**config.mk**
```make
export PLATFORM = sky130hd
export DESIGN_NAME = rx_sink
export DESIGN_NICKNAME = d
export VERILOG_FILES = /design/src/rtl/rx_sink_pkg.sv /design/src/rtl/sync_fifo.sv /design/src/rtl/rx_sink.sv
export SDC_FILE = /design/constraint.sdc
export NUM_CORES = 1
export LEC_CHECK = 0
export ABC_AREA = 0
export ABC_CLOCK_PERIOD_IN_PS = 3200
export BUFFER_PORTS_ARGS = -buffer_cell sky130_fd_sc_hd__buf_2
export CORE_MARGIN = 4
export CORE_UTILIZATION = 60
export DETAILED_ROUTE_END_ITERATION = 10
export PLACE_DENSITY = 0.85
export SYNTH_ARGS = -nofsm -noshare
export SYNTH_HDL_FRONTEND = slang
export SYNTH_SLANG_ARGS = --single-unit
```
**constraint.sdc**
```tcl
create_clock -name clk -period 3.2 [get_ports clk]
set_input_delay 0.32 -clock clk [delete_from_list [all_inputs] [get_ports clk]]
set_output_delay 0.32 -clock clk [all_outputs]
set_load 0.01 [all_outputs]
```
**src/rtl/rx_sink_pkg.sv**
```systemverilog
// Shared definitions for rx_sink: serializer state encoding and default sizing.
package rx_sink_pkg;

    localparam int N_DEFAULT     = 4;
    localparam int DEPTH_DEFAULT = 4;

    typedef enum logic [1:0] {
        IDLE  = 2'b00,
        SHIFT = 2'b01,
        DONE  = 2'b10
    } state_t;

endpackage

```
**src/rtl/sync_fifo.sv**
```systemverilog
// Single-clock FIFO with registered occupancy; push is ignored when full, pop when empty.
module sync_fifo
    import rx_sink_pkg::*;
#(
    parameter int N     = N_DEFAULT,
    parameter int DEPTH = DEPTH_DEFAULT
) (
    input  logic                     clk,
    input  logic                     rst,
    input  logic                     push,
    input  logic                     pop,
    input  logic [N-1:0]             din,
    output logic [N-1:0]             dout,
    output logic                     full,
    output logic                     empty,
    output logic [$clog2(DEPTH):0]   level
);

    localparam int PW = $clog2(DEPTH);
    localparam int LW = PW + 1;

    logic [N-1:0]  mem [DEPTH];
    logic [PW-1:0] wptr;
    logic [PW-1:0] rptr;
    logic          do_push;
    logic          do_pop;

    assign do_push = push && !full;
    assign do_pop  = pop && !empty;

    assign full  = (level == LW'(DEPTH));
    assign empty = (level == '0);
    assign dout  = mem[rptr];

    // Power-of-two depth lets the pointers wrap by plain overflow.
    always_ff @(posedge clk) begin
        if (!rst) begin
            wptr  <= '0;
            rptr  <= '0;
            level <= '0;
        end else begin
            if (do_push) wptr <= wptr + PW'(1);
            if (do_pop)  rptr <= rptr + PW'(1);
            case ({do_push, do_pop})
                2'b10:   level <= level + LW'(1);
                2'b01:   level <= level - LW'(1);
                default: level <= level;
            endcase
        end
    end

    always_ff @(posedge clk) begin
        if (do_push) mem[wptr] <= din;
    end

endmodule

```
**src/rtl/rx_sink.sv**
```systemverilog
// Accepts words over a valid/ready handshake into a FIFO and serializes each
// one LSB first, followed by a one-cycle done pulse.
module rx_sink
    import rx_sink_pkg::*;
#(
    parameter int N     = N_DEFAULT,
    parameter int DEPTH = DEPTH_DEFAULT
) (
    input  logic                     clk,
    input  logic                     rst,
    input  logic                     valid_i,
    input  logic [N-1:0]             data_i,
    output logic                     ready_o,
    output logic                     sout,
    output logic                     sout_valid,
    output logic                     done_o,
    output logic [$clog2(DEPTH):0]   level_o
);

    localparam int BW = $clog2(N);

    localparam logic [1:0] ST_IDLE  = IDLE;
    localparam logic [1:0] ST_SHIFT = SHIFT;
    localparam logic [1:0] ST_DONE  = DONE;

    logic [1:0]    state;
    logic [N-1:0]  sreg;
    logic [BW-1:0] bcnt;
    logic [N-1:0]  head;
    logic          full;
    logic          empty;
    logic          push;
    logic          pop;

    // Ready comes from registered occupancy only, so a full FIFO refuses
    // a word even when the serializer pops in the same cycle.
    assign ready_o = !full;
    assign push    = valid_i && ready_o;
    assign pop     = (state == ST_IDLE) && !empty;

    sync_fifo #(
        .N     (N),
        .DEPTH (DEPTH)
    ) u_fifo (
        .clk   (clk),
        .rst   (rst),
        .push  (push),
        .pop   (pop),
        .din   (data_i),
        .dout  (head),
        .full  (full),
        .empty (empty),
        .level (level_o)
    );

    always_ff @(posedge clk) begin
        if (!rst) begin
            state <= ST_IDLE;
            sreg  <= '0;
            bcnt  <= '0;
        end else begin
            case (state)
                ST_IDLE: begin
                    if (!empty) begin
                        sreg  <= head;
                        bcnt  <= '0;
                        state <= ST_SHIFT;
                    end
                end
                ST_SHIFT: begin
                    sreg <= {1'b0, sreg[N-1:1]};
                    bcnt <= bcnt + BW'(1);
                    if (bcnt == BW'(N - 1)) state <= ST_DONE;
                end
                ST_DONE:  state <= ST_IDLE;
                default:  state <= ST_IDLE;
            endcase
        end
    end

    assign sout_valid = (state == ST_SHIFT);
    assign sout       = sout_valid & sreg[0];
    assign done_o     = (state == ST_DONE);

endmodule

```
Yosys cells after proc, flatten, opt, wreduce, memory -nomap -nowiden. Memories as Yosys holds them, arrays and structs flattened. A register that Yosys moved wholly into a read port is not among the register bits. Cells that the tools add are included.

Flip-flop bits (word level): 15. Memory bits (writable): 16. Input port bits: 7. Output and inout bits: 7. Logic and storage cells: 45. Memories kept: 1.

Memory list: u_fifo.mem (words 4, bits a word 4, rd ports 1, clocked after memory_dff 1, write ports 1, RTL line sync_fifo.sv:22) `logic [N-1:0] mem [DEPTH];`.

Add/sub/neg operators: 5. Eq/ne operators: 8. Mux-type cells: 12. Bitwise operators: 1. Reduce and logical (&&, ||, !) cells: 12.

Operator list (count): 2-bit 2-to-1 mux (5); 2-bit case mux with 2 select lines (2); 4-bit case mux with 2 select lines (1); 2-bit by 1-bit adder with 2-bit output (second input constant) (3); 2-bit == test (second input constant) (3); 3-bit case mux with 2 select lines (1); 2-bit by 1-bit == test with 1-bit output (second input constant) (2); 1-bit logical AND (4); 4-bit 2-to-1 mux (1); 2-bit AND reduction (2); 2-bit nonzero test (2); 3-bit by 1-bit adder with 3-bit output (second input constant) (1); 3-bit == test (second input constant) (1); 3-bit zero test (1); 3-bit by 1-bit subtractor with 3-bit output (second input constant) (1); 1-bit zero test (2); 2-bit zero test (1); 1-bit 2-to-1 mux (2); 2-bit by 1-bit != test with 1-bit output (second input constant) (1); 2-bit != test (second input constant) (1); 1-bit AND (1).

Logic depth before layout (Yosys ltp). Gate-level depths: netlist of the first run.

Depth after elaboration: 6. Gate-level depth with buffers: 9. Gate-level depth less buffers: 8.

Cells and area by module. Synthesis of the first run repeated with hierarchy kept, for this count alone.

Cells, all modules: 119. Area total of the unflattened synthesis: 1458.9 µm².

By module, submodules not included: sync_fifo (times used 1, cells each 74, area an instance 1064.8 µm², seq. area each 660.6 µm²); rx_sink (times used 1, cells each 45, area an instance 394.1 µm², seq. area each 160.2 µm²).

Worst setup path before layout of the first run. Ideal clock, no wire load.

Path kind: register to register. Start: reg u_fifo.level[2]. End: reg u_fifo.level[2]. Setup time: 70 ps. Arrival: 2167 ps. Required time: 3130 ps. Path slack: 963 ps. Stages on the path, launching flop included: 10. Path buffers: 1. Clock period less this slack: 2237 ps. Path through: dfxtp_1 > or3b_1 > buf_2 > nand2_1 > ha_1 > inv_1 > fa_1 > xor2_1 > or3_1 > a21oi_1.

Cells in the longest elaborated chain, start to end: 6. Elaborated cells on any way between the ends: 14. Those cells by class: add/sub (2); eq/ne (3); mux (1); reduce/logical (8).

Ends and longest elaborated chain: start, declared (RTL line sync_fifo.sv:16) `output logic [$clog2(DEPTH):0] level`; start signal, assigned (RTL line sync_fifo.sv:45) `2'b10: level <= level + LW'(1);`; start signal, assigned (RTL line sync_fifo.sv:46) `2'b01: level <= level - LW'(1);`; start signal, assigned (RTL line sync_fifo.sv:47) `default: level <= level;`; 3-bit == test * (RTL line sync_fifo.sv:31) `assign full = (level == LW'(DEPTH));`; 1-bit zero test * (RTL line rx_sink.sv:37) `assign ready_o = !full;`; named net ready_o (RTL line rx_sink.sv:13) `output logic ready_o,`; 1-bit logical AND (RTL line rx_sink.sv:38) `assign push = valid_i && ready_o;`; 1-bit logical AND * (RTL line sync_fifo.sv:28) `assign do_push = push && !full;`; 2-bit by 1-bit == test with 1-bit output or 2-bit == test (tied branches) (RTL line sync_fifo.sv:44) `case ({do_push, do_pop})`; 3-bit case mux with 2 select lines or 2-bit nonzero test (tied branches).

Mark *: on every way through the listed nets, which the timed path passes. The rest lies on a longest branch. A chain may end at the register's enable or synchronous reset.

Worst setup path after layout of the first run.
Start: reg u_fifo.level[2]. End: reg u_fifo.level[2].

Cells in the longest elaborated chain, start to end: 6. Elaborated cells on any way between the ends: 14. Those cells by class: add/sub (2); eq/ne (3); mux (1); reduce/logical (8).

Ends and longest elaborated chain (RTL line): 3-bit == test or 3-bit zero test (tied branches) (sync_fifo.sv:31, sync_fifo.sv:32); 1-bit zero test, on equally long branches; 1-bit logical AND, on equally long branches (rx_sink.sv:38, rx_sink.sv:39); 1-bit logical AND, on equally long branches (sync_fifo.sv:28, sync_fifo.sv:29); 2-bit by 1-bit == test with 1-bit output or 2-bit == test (tied branches) (sync_fifo.sv:44); 3-bit case mux with 2 select lines or 2-bit nonzero test (tied branches).

Several ways; a longest one is shown, not always the timed one.

==> results of run 1 <==
## cells by family (layout without fill, tap and decap cells)
group	Yosys count	after routing	share of synthesized area
XOR/XNOR	2	2	0.0117
AND/OR/NAND/NOR	38	38	0.154
multiplexers	5	5	0.0445
AO/OA/AOI/OAI	28	28	0.135
adder cells (fa/ha/maj)	7	7	0.0638
flip-flops	33	33	0.550
buffers and inverters	12	27	0.0403
## flip-flops by register name (all words and copies together) (netlist names), named ones only
name and flops:
bcnt 2, state 2, u_fifo.wptr 2, u_fifo.level 3, u_fifo.rptr 2, u_fifo.mem 16, sreg 4
## final cells by class
type,count,area [µm²],area share
inverter,6,22.5,0.0140
tap,28,35.0,0.0218
clock buffer,6,41.3,0.0257
sequential,33,821,0.511
clock inverter,2,10.0,0.00624
multi-input combinational,80,611,0.380
timing repair buffer,13,65.1,0.0405
## worst max path at each step
stage | endpoint | slack [ps]
2_1_floorplan | u_fifo.level[2]$_SDFFE_PN0P_ | 960
3_3_place_gp | u_fifo.level[2]$_SDFFE_PN0P_ | 990
3_5_place_dp | u_fifo.level[2]$_SDFFE_PN0P_ | 840
4_1_cts | u_fifo.level[2]$_SDFFE_PN0P_ | 800
5_1_grt | u_fifo.level[2]$_SDFFE_PN0P_ | 670
6_report | u_fifo.level[2]$_SDFFE_PN0P_ | 820
## power by group through the flow
| stage | clock [mW] | combinational (mW) | sequential, mW |
|---|---|---|---|
| detailed placement | 0 | 0.450 | 0.614 |
| CTS | 0.224 | 0.451 | 0.605 |
| floorplan | 0 | 0.368 | 0.587 |
| global placement | 0 | 0.431 | 0.605 |
| global route | 0.249 | 0.506 | 0.619 |
| finish | 0.216 | 0.447 | 0.605 |
## layer usage
metal  vias to the layer above  share of wire  wire, µm
met5                         -              0         0
met4                         0          0.019        48
met3                         4          0.057       146
met2                        22           0.50      1280
met1                       472           0.43      1090
li1                        491              -         -
## worst reg2reg max path, delay by kind of cell (launching register included)
family,cells,cell delay [ps]
and+or+nand+nor,3,950
adders and majority gates,2,570
DFF,1,440
xor gates and xnor gates,1,160
AOI/OAI and AO/OA,1,150
buffers and inverters,1,60
## layout by cell type, fill, tap and decap left out, drive strengths merged, types with 4 or more instances in the layout
cell type,Yosys,routed
dfxtp,17,17
edfxtp,16,16
buf,6,13
a21oi,11,11
ha,6,6
inv,6,6
clkbuf,0,6
nor2,5,5
and3,5,5
nand2,4,4
nor2b,4,4
o211ai,4,4
o21ai,4,4
or3,4,4
==> results.py, run 1 <==
metrics = {
    "pwr": {
        "switching_share": 0.365,
        "p_int_mw": 0.805,
        "power.density_nw_per_um2": 790,
        "power.switching_mw": 0.463,
        "p_seq_frac": 0.477,
        "power_frac_comb": 0.353,
        "total_power_mw": 1.27,
        "ir_drop_mv": 0.702,
        "leakage_nw": 0.637,
        "clockPowerShare": 0.170,
    },
    "setup_path": {
        "r2r_cells": 8,
        "crit_cells": 8,
        "cp-start-kind": "flop",
        "slowest_delay_ps": 510,
        "cp-startpoint": "u_fifo.level[2]$_SDFFE_PN0P_",
        "ff2ff_setup_slack_ps": 820,
        "critPathBufInv": 1,
        "cp_top_family": "simple AND/OR/NAND/NOR gates",
        "worstPathArrival_ps": 2650,
        "crit_type": "reg2reg",
        "cpMaxStageDelayCell": "or3b_1",
        "path_cells": "or3b_1 -> nand2_1 -> ha_1 -> inv_1 -> fa_1 -> xor2_1 -> or3_1 -> a21oi_1",
        "rr_endpoint": "u_fifo.level[2]$_SDFFE_PN0P_",
        "cp_max_fo": 10,
        "r2r_start": "u_fifo.level[2]$_SDFFE_PN0P_",
        "cp-end-kind": "flop",
        "worstPathRequired_ps": 3470,
    },
    "timing": {
        "slew_violations": 0,
        "setup_violations": 0,
        "timing.final.crit_period_ps": 2380,
        "clock_skew_ps": 2.83,
        "slew_headroom": 0.598,
        "period_share": 0.745,
        "worst_slack_ps": 815,
        "fin_tns_setup_ps": 0,
        "worst_slew_pin_slew_ps": 598,
        "finalHoldViolations": 0,
        "max_freq_mhz": 419,
        "fin_worst_hold_slack_ps": 202,
        "grt_setup_unrepaired": "false",
    },
    "clocking": {
        "root_buffer": "clkbuf_4",
        "clk_pin_slew_worst_paths_ps": 90,
        "cts.path.max_buffers": 2,
        "cts_resized": 0,
        "clock_sinks": 33,
        "post_cts_buffers": 0,
        "clkLatencyLatePin_ps": 330,
        "cts_made_buffers": 5,
        "hold_buffers": 0,
        "tritoncts": "yes",
        "cts_max_level": 2,
    },
    "placement": {
        "port_buffers": 13,
        "gp_congestion": 0.712,
        "dp.cells": 160,
        "dpl.hpwl_um": 1870,
        "post-place-ws_ps": 835,
        "placed_area_um2": 1550,
    },
    "grt": {
        "met1_usage": 0.225,
        "top_usage_layer": "met2",
        "grt_pass1_wl_um": 4490,
        "antenna_found_initial": 0,
        "grt_max_degree": 13,
        "grt_pass1_vias": 945,
        "gr-total-overflow": 0,
        "gr-usage-met3": 0.0757,
        "grt_usage": 0.184,
        "use_met2": 0.285,
    },
    "yosys": {
        "ys.flop_type": "dfxtp_1",
        "ys_seq_area_frac": 0.550,
        "yosysMostFrequentCell": "dfxtp_1",
        "avgSynthCellArea_um2": 11.9,
        "ys_ff_latch": 33,
        "ys_top_cells_by_count": "dfxtp_1 (17), edfxtp_1 (16), a21oi_1 (11)",
        "synth_largest_area_cell": "edfxtp_1",
        "synthArstFlopShare": 0,
        "synthCells": 125,
        "synth_edf_count": 16,
        "synth_area_um2": 1490,
        "synth_area_leaders": "edfxtp_1 (32%), dfxtp_1 (23%), ha_1 (5.0%)",
        "synth_fp_nets": 139,
        "synth_top_area_share": 0.322,
        "ys_warn_count": 0,
        "synthDistinctLibCells": 40,
    },
    "min_path": {
        "holdCritPathClass": "in2reg",
        "worstHoldEndpoint": "u_fifo.mem[3][2]$_DFFE_PP_",
        "hold_path_depth": 1,
        "min_from": "data_i[2]",
    },
    "floorplan": {
        "start_util": 0.649,
        "io_pins": 14,
        "die_x_um": 57.9,
        "dieArea_um2": 3350,
        "rows": 17,
        "fp.dieH_um": 57.9,
        "core_region_area_um2": 2300,
    },
    "layout": {
        "n_antenna_cell": 0,
        "drive_gt1_frac": 0.214,
        "nFillCells": 181,
        "fin_cells": 168,
        "area_delta_synth_final_pct": 7.63,
        "fin_util": 0.699,
        "fin_area_um2": 1610,
        "nets": 153,
    },
    "routing": {
        "wl_um": 2560,
        "wl_per_cell_um": 15.3,
        "viasPerCell": 5.89,
        "dr.first_iter.drc_count": 29,
        "vias": 989,
        "first_pass_iters": 4,
        "postRouteAntennaNets": 0,
        "drc_errors": 0,
    },
    "status": {
        "status": "finished clean",
    },
    "flow_run": {
        "maxCapViolations": 0,
    },
}
(Power assumes the default switching activity.)
==> inputs of run 2 (changes only) <==
- ABC_AREA: 0 -> 1
- ABC_CLOCK_PERIOD_IN_PS: 3200 -> 2430
- CORE_UTILIZATION: 60 -> 57
- PLACE_DENSITY: 0.85 -> 0.81
- clock period: 3.2 -> 2.43 ns (I/O delays scaled with it)
==> results.py, run 2 <==
metrics = {
    "status": {
        "status": "finished clean",
    },
    "setup_path": {
        "cp-end-kind": "flop",
        "worstPathArrival_ps": 2240,
        "cp-start-kind": "flop",
        "crit_type": "reg2reg",
        "r2r_cells": 12,
        "worstPathRequired_ps": 2690,
        "cp_max_fo": 12,
        "ff2ff_setup_slack_ps": 450,
    },
    "floorplan": {
        "fp.dieH_um": 59.0,
        "die_x_um": 59.0,
        "rows": 18,
        "core_region_area_um2": 2480,
        "start_util": 0.597,
        "io_pins": 14,
        "dieArea_um2": 3480,
    },
    "routing": {
        "wl_um": 2550,
        "viasPerCell": 5.09,
        "first_pass_iters": 4,
        "wl_per_cell_um": 12.5,
        "drc_errors": 0,
        "postRouteAntennaNets": 0,
        "dr.first_iter.drc_count": 29,
        "vias": 1044,
    },
    "yosys": {
        "ys_top_cells_by_count": "nand2_1 (37), inv_1 (18), dfxtp_1 (17)",
        "synthArstFlopShare": 0,
        "synth_xor_xnor_area_share": 0.00592,
        "synth_edf_count": 16,
        "yosysMostFrequentCell": "nand2_1",
        "ys_seq_area_frac": 0.555,
        "synthAdderAreaFrac": 0.0642,
        "synth_fp_nets": 172,
        "synthDistinctLibCells": 22,
        "avgSynthCellArea_um2": 9.37,
        "synth_top_family_by_area": "simple AND/OR/NAND/NOR gates",
        "ys.flop_type": "dfxtp_1",
        "ys_warn_count": 0,
        "ys_ff_latch": 33,
        "synthSimpleGateAreaFrac": 0.201,
        "synth_top_area_share": 0.325,
        "synth_compound_area_frac": 0.0938,
        "synth_area_leaders": "edfxtp_1 (32%), dfxtp_1 (23%), nand2_1 (9.4%)",
        "synthCells": 158,
        "synth.mux.area_fraction": 0,
        "synth_largest_area_cell": "edfxtp_1",
        "synth_area_um2": 1480,
    },
    "layout": {
        "nets": 188,
        "layout_commonest_cell": "nand2_1",
        "final_cell_mix": "nand2_1 (37), inv_1 (18), dfxtp_1 (17)",
        "largestRegisters": "u_fifo.mem x16, sreg x4, u_fifo.level x3",
        "n_antenna_cell": 0,
        "area_delta_synth_final_pct": 9.97,
        "largest-register": "u_fifo.mem",
        "fin_util": 0.657,
        "largest_reg_flops": 16,
        "drive_gt1_frac": 0.211,
        "nFillCells": 208,
    },
    "timing": {
        "clock_skew_ps": 12.3,
        "grt_setup_unrepaired": "false",
        "slew_violations": 0,
        "worst_slew_pin_slew_ps": 480,
        "setup_violations": 0,
        "max_freq_mhz": 506,
        "period_share": 0.814,
        "timing.final.crit_period_ps": 1980,
        "fin_tns_setup_ps": 0,
        "slew_headroom": 0.679,
        "finalHoldViolations": 0,
    },
    "clocking": {
        "hold_buffers": 0,
        "clk_pin_slew_worst_paths_ps": 100,
        "post_cts_buffers": 0,
        "cts_made_buffers": 5,
        "cts_resized": 0,
        "cts.path.max_buffers": 2,
        "clock_sinks": 33,
        "root_buffer": "clkbuf_4",
        "clkLatencyLatePin_ps": 330,
        "tritoncts": "yes",
        "cts_max_level": 2,
    },
    "grt": {
        "grt_pass1_vias": 1041,
        "antenna_found_initial": 0,
        "gr-total-overflow": 0,
        "grt_usage": 0.172,
        "grt_max_degree": 13,
        "grt_pass1_wl_um": 4360,
    },
    "flow_run": {
        "maxCapViolations": 0,
    },
    "pwr": {
        "leakage_nw": 0.713,
        "ir_drop_mv": 0.938,
        "power.density_nw_per_um2": 1210,
    },
    "min_path": {
        "hold_path_depth": 1,
        "holdCritPathClass": "in2reg",
    },
    "placement": {
        "gp_congestion": 0.729,
        "dpl.hpwl_um": 1820,
        "port_buffers": 13,
    },
}
## run 2: changes by cell type in the layout (fill, tap and decap cells not counted), sizes merged, moves of 4 or more
| cell | change |
|---|---|
| a21oi | +4 |
| nand3 | +10 |
| nor2b | -4 |
| o21ai | +5 |
| nor2 | +7 |
| and3 | -5 |
| or3 | -4 |
| inv | +16 |
| o211ai | -4 |
| nand2 | +36 |
## run 2: cells by family (layout without fill, tap and decap cells)
logic type      Yosys count  count (layout)
buf+inv                  27              44
simple gates             66              66
xor+xnor                  1               1
compound gates           24              24
flops                    33              33
fa+ha+maj                 7               7
## run 2: layout make-up
class	count	area (µm²)	share of cell area
well taps	30	37.5	0.0231
clock buffers	6	41.3	0.0254
multi-input cells	98	541	0.332
repair buffers	13	65.1	0.0400
flip-flops and latches	33	821	0.504
inverters	23	87.6	0.0538
clock inverters	2	35.0	0.0215
## run 2: report_power, final
group | leakage (nW) | internal [mW] | switching [mW]
registers | 0.287 | 0.709 | 0.0936
logic | 0.383 | 0.262 | 0.505
clock network | 0.0422 | 0.216 | 0.178
total | 0.713 | 1.19 | 0.776
## run 2: layer usage
metal,routed length (µm),share of wire,track usage
met5,0,0,0
met4,13,0.0051,0.0680
met3,119,0.047,0.0592
met2,1380,0.54,0.293
met1,1050,0.41,0.195
## run 2: worst paths after layout
| path | from | endpoint |
|---|---|---|
| setup / recovery | u_fifo.level[1]$_SDFFE_PN0P_ | u_fifo.level[2]$_SDFFE_PN0P_ |
| hold reg to reg | bcnt[0]$_SDFFE_PN0P_ | bcnt[0]$_SDFFE_PN0P_ |
| setup reg to reg | u_fifo.level[1]$_SDFFE_PN0P_ | u_fifo.level[2]$_SDFFE_PN0P_ |
| hold / removal | data_i[1] | u_fifo.mem[3][1]$_DFFE_PP_ |
## run 2: worst max-delay path: stages, from the launching register on
cell,delay [ps]
dfxtp_1,380
inv_2,80
nand3_2,80
nand2_2,180
inv_2,160
ha_1,160
inv_1,70
fa_1,390
nor2_1,110
nor2_1,40
nand2_1,60
o21ai_0,70
a21oi_1,130
## run 2: through the flow
step / power (mW) / hold slack, ps / cells / area [µm²] / setup slack, ps
finish: 1.96 / 115 / 205 / 1630 / 453
global route: 2.13 / 102 / 205 / 1630 / 250
CTS: 1.97 / 109 / 205 / 1630 / 448
detailed placement: 1.58 / 459 / 197 / 1550 / 496
global placement: 1.53 / 452 / 197 / 1550 / 595
floorplan: 1.44 / 342 / 158 / 1480 / 735
==> inputs of run 3 (changes only) <==
- ABC_CLOCK_PERIOD_IN_PS: 2430 -> 1900
- clock period: 2.43 -> 1.9 ns (I/O delays scaled with it)
==> results.py, run 3 (synthesis results as in run 2) <==
metrics = {
    "setup_path": {
        "cp_top_family": "adder cells",
        "cpMaxStageDelayCell": "fa_2",
        "cpMostUsedCell": "inv_2",
        "ff2ff_setup_slack_ps": 130,
        "r2r_start": "u_fifo.level[1]$_SDFFE_PN0P_",
        "r2r_cells": 12,
        "worstPathArrival_ps": 2020,
        "rr_endpoint": "u_fifo.level[2]$_SDFFE_PN0P_",
        "worstPathRequired_ps": 2150,
        "critPathBufInv": 3,
        "path_cells": "inv_2 -> nand3_2 -> nand2_2 -> inv_4 -> ha_2 -> inv_2 -> fa_2 -> nor2_2 -> nor2_1 -> nand2_1 -> o21ai_0 -> a21oi_1",
        "cp-start-kind": "flop",
        "cp-end-kind": "flop",
        "slowest_delay_ps": 380,
        "crit_type": "reg2reg",
        "cp_max_fo": 6,
    },
    "flow_run": {
        "maxCapViolations": 0,
    },
    "floorplan": {
        "start_util": 0.597,
        "io_pins": 14,
        "core_region_area_um2": 2480,
        "die_x_um": 59.0,
        "fp.dieH_um": 59.0,
        "dieArea_um2": 3480,
        "rows": 18,
    },
    "timing": {
        "clock_skew_ps": 5.73,
        "fin_tns_setup_ps": 0,
        "setup_violations": 0,
        "worst_slack_ps": 130,
        "max_freq_mhz": 565,
        "finalHoldViolations": 0,
        "period_share": 0.931,
        "worst_slew_pin_slew_ps": 466,
        "slew_headroom": 0.689,
        "timing.final.crit_period_ps": 1770,
        "grt_setup_unrepaired": "false",
        "slew_violations": 0,
    },
    "pwr": {
        "p_int_mw": 1.47,
        "ir_drop_mv": 1.21,
        "clockPowerShare": 0.147,
        "switching_share": 0.412,
        "power.switching_mw": 1.03,
        "leakage_nw": 0.729,
        "p_seq_frac": 0.412,
        "power_frac_comb": 0.441,
        "power.density_nw_per_um2": 1500,
    },
    "layout": {
        "area_delta_synth_final_pct": 12.3,
        "largest_reg_flops": 16,
        "largest-register": "u_fifo.mem",
        "largestRegisters": "u_fifo.mem x16, sreg x4, u_fifo.level x3",
        "nets": 193,
        "n_antenna_cell": 0,
        "fin_cells": 210,
        "fin_util": 0.671,
        "nFillCells": 206,
        "drive_gt1_frac": 0.278,
        "multi_input_area_um2": 556,
        "final_cell_mix": "nand2_1 (37), inv_1 (17), edfxtp_1 (16)",
        "regArea_um2": 825,
        "layout_commonest_cell": "nand2_1",
    },
    "clocking": {
        "cts_made_buffers": 5,
        "clkLatencyLatePin_ps": 330,
        "clk_pin_slew_worst_paths_ps": 100,
        "clock_sinks": 33,
        "cts.path.max_buffers": 2,
        "hold_buffers": 0,
        "tritoncts": "yes",
        "root_buffer": "clkbuf_4",
        "cts_max_level": 2,
    },
    "placement": {
        "port_buffers": 13,
        "dpl.hpwl_um": 1920,
        "dp.cells": 198,
        "post-place-ws_ps": 22.4,
        "gp_congestion": 0.731,
    },
    "routing": {
        "dr.first_iter.drc_count": 21,
        "drc_errors": 0,
        "wl_um": 2630,
        "first_pass_iters": 4,
        "vias": 1089,
        "postRouteAntennaNets": 0,
        "wl_per_cell_um": 12.5,
        "viasPerCell": 5.19,
    },
    "min_path": {
        "min_from": "data_i[1]",
        "hold_path_depth": 1,
        "worstHoldEndpoint": "u_fifo.mem[2][1]$_DFFE_PP_",
        "holdCritPathClass": "in2reg",
    },
    "grt": {
        "grt_max_degree": 13,
        "gr-total-overflow": 0,
        "grt_pass1_vias": 1029,
        "grt_usage": 0.174,
        "grt_pass1_wl_um": 4420,
        "antenna_found_initial": 0,
    },
    "status": {
        "status": "finished clean",
    },
}
==> run 3: changes by cell type in the layout (fill, tap and decap cells not counted), sizes merged <==
cell / before / now
buf: 13 / 18
bufinv: 1 / 0
clkinv: 2 / 3
==> run 3: cell type report <==
cell class	count	area share
sequential	33	0.496
multi-input combinational	98	0.334
timing repair buffer	18	0.0617
inverter	23	0.0542
clock buffer	6	0.0248
tap	30	0.0226
clock inverter	2	0.00602
==> run 3: power by group through the flow <==
stage | registers, mW | logic (mW) | clock network, mW
2_1_floorplan | 1.01 | 0.828 | 0
3_3_place_gp | 1.03 | 0.955 | 0
3_5_place_dp | 1.04 | 1.01 | 0
4_1_cts | 1.03 | 1.02 | 0.370
5_1_grt | 1.05 | 1.25 | 0.411
6_report | 1.03 | 1.10 | 0.366
==> run 3: layer usage <==
metal,global-route usage,vias up,wire [µm]
met5,0,-,0
met4,0.0874,0,57
met3,0.0482,6,117
met2,0.304,20,1390
met1,0.191,513,1070
li1,-,550,-
==> run 3: worst max-delay path by stage <==
stage / end / cells past startpoint / slack (ps) / startpoint
2_1_floorplan: u_fifo.level[2]$_SDFFE_PN0P_ / 11 / 200 / u_fifo.level[1]$_SDFFE_PN0P_
3_3_place_gp: u_fifo.level[2]$_SDFFE_PN0P_ / 11 / 210 / u_fifo.level[1]$_SDFFE_PN0P_
3_5_place_dp: u_fifo.level[2]$_SDFFE_PN0P_ / 11 / 20 / u_fifo.level[0]$_SDFFE_PN0P_
4_1_cts: u_fifo.level[2]$_SDFFE_PN0P_ / 12 / 20 / u_fifo.level[0]$_SDFFE_PN0P_
5_1_grt: u_fifo.level[2]$_SDFFE_PN0P_ / 12 / 1 / u_fifo.level[1]$_SDFFE_PN0P_
6_report: u_fifo.level[2]$_SDFFE_PN0P_ / 12 / 130 / u_fifo.level[1]$_SDFFE_PN0P_
==> run 3: repair_timing <==
action | in CTS | in global routing
pin swaps | 0 | 3
gates resized for setup | 1 | 9
buffers inserted | 0 | 4
endpoints found under the setup margin | 1 | 1
==> run 3: per-stage QoR <==
step                hold slack (ps)  cell area (µm²)  total power [mW]
global placement                398             1560              1.99
detailed placement              410             1560              2.05
finish                         75.2             1660              2.49
global route                   58.6             1660              2.71
floorplan                       289             1480              1.84
CTS                            66.8             1620              2.41
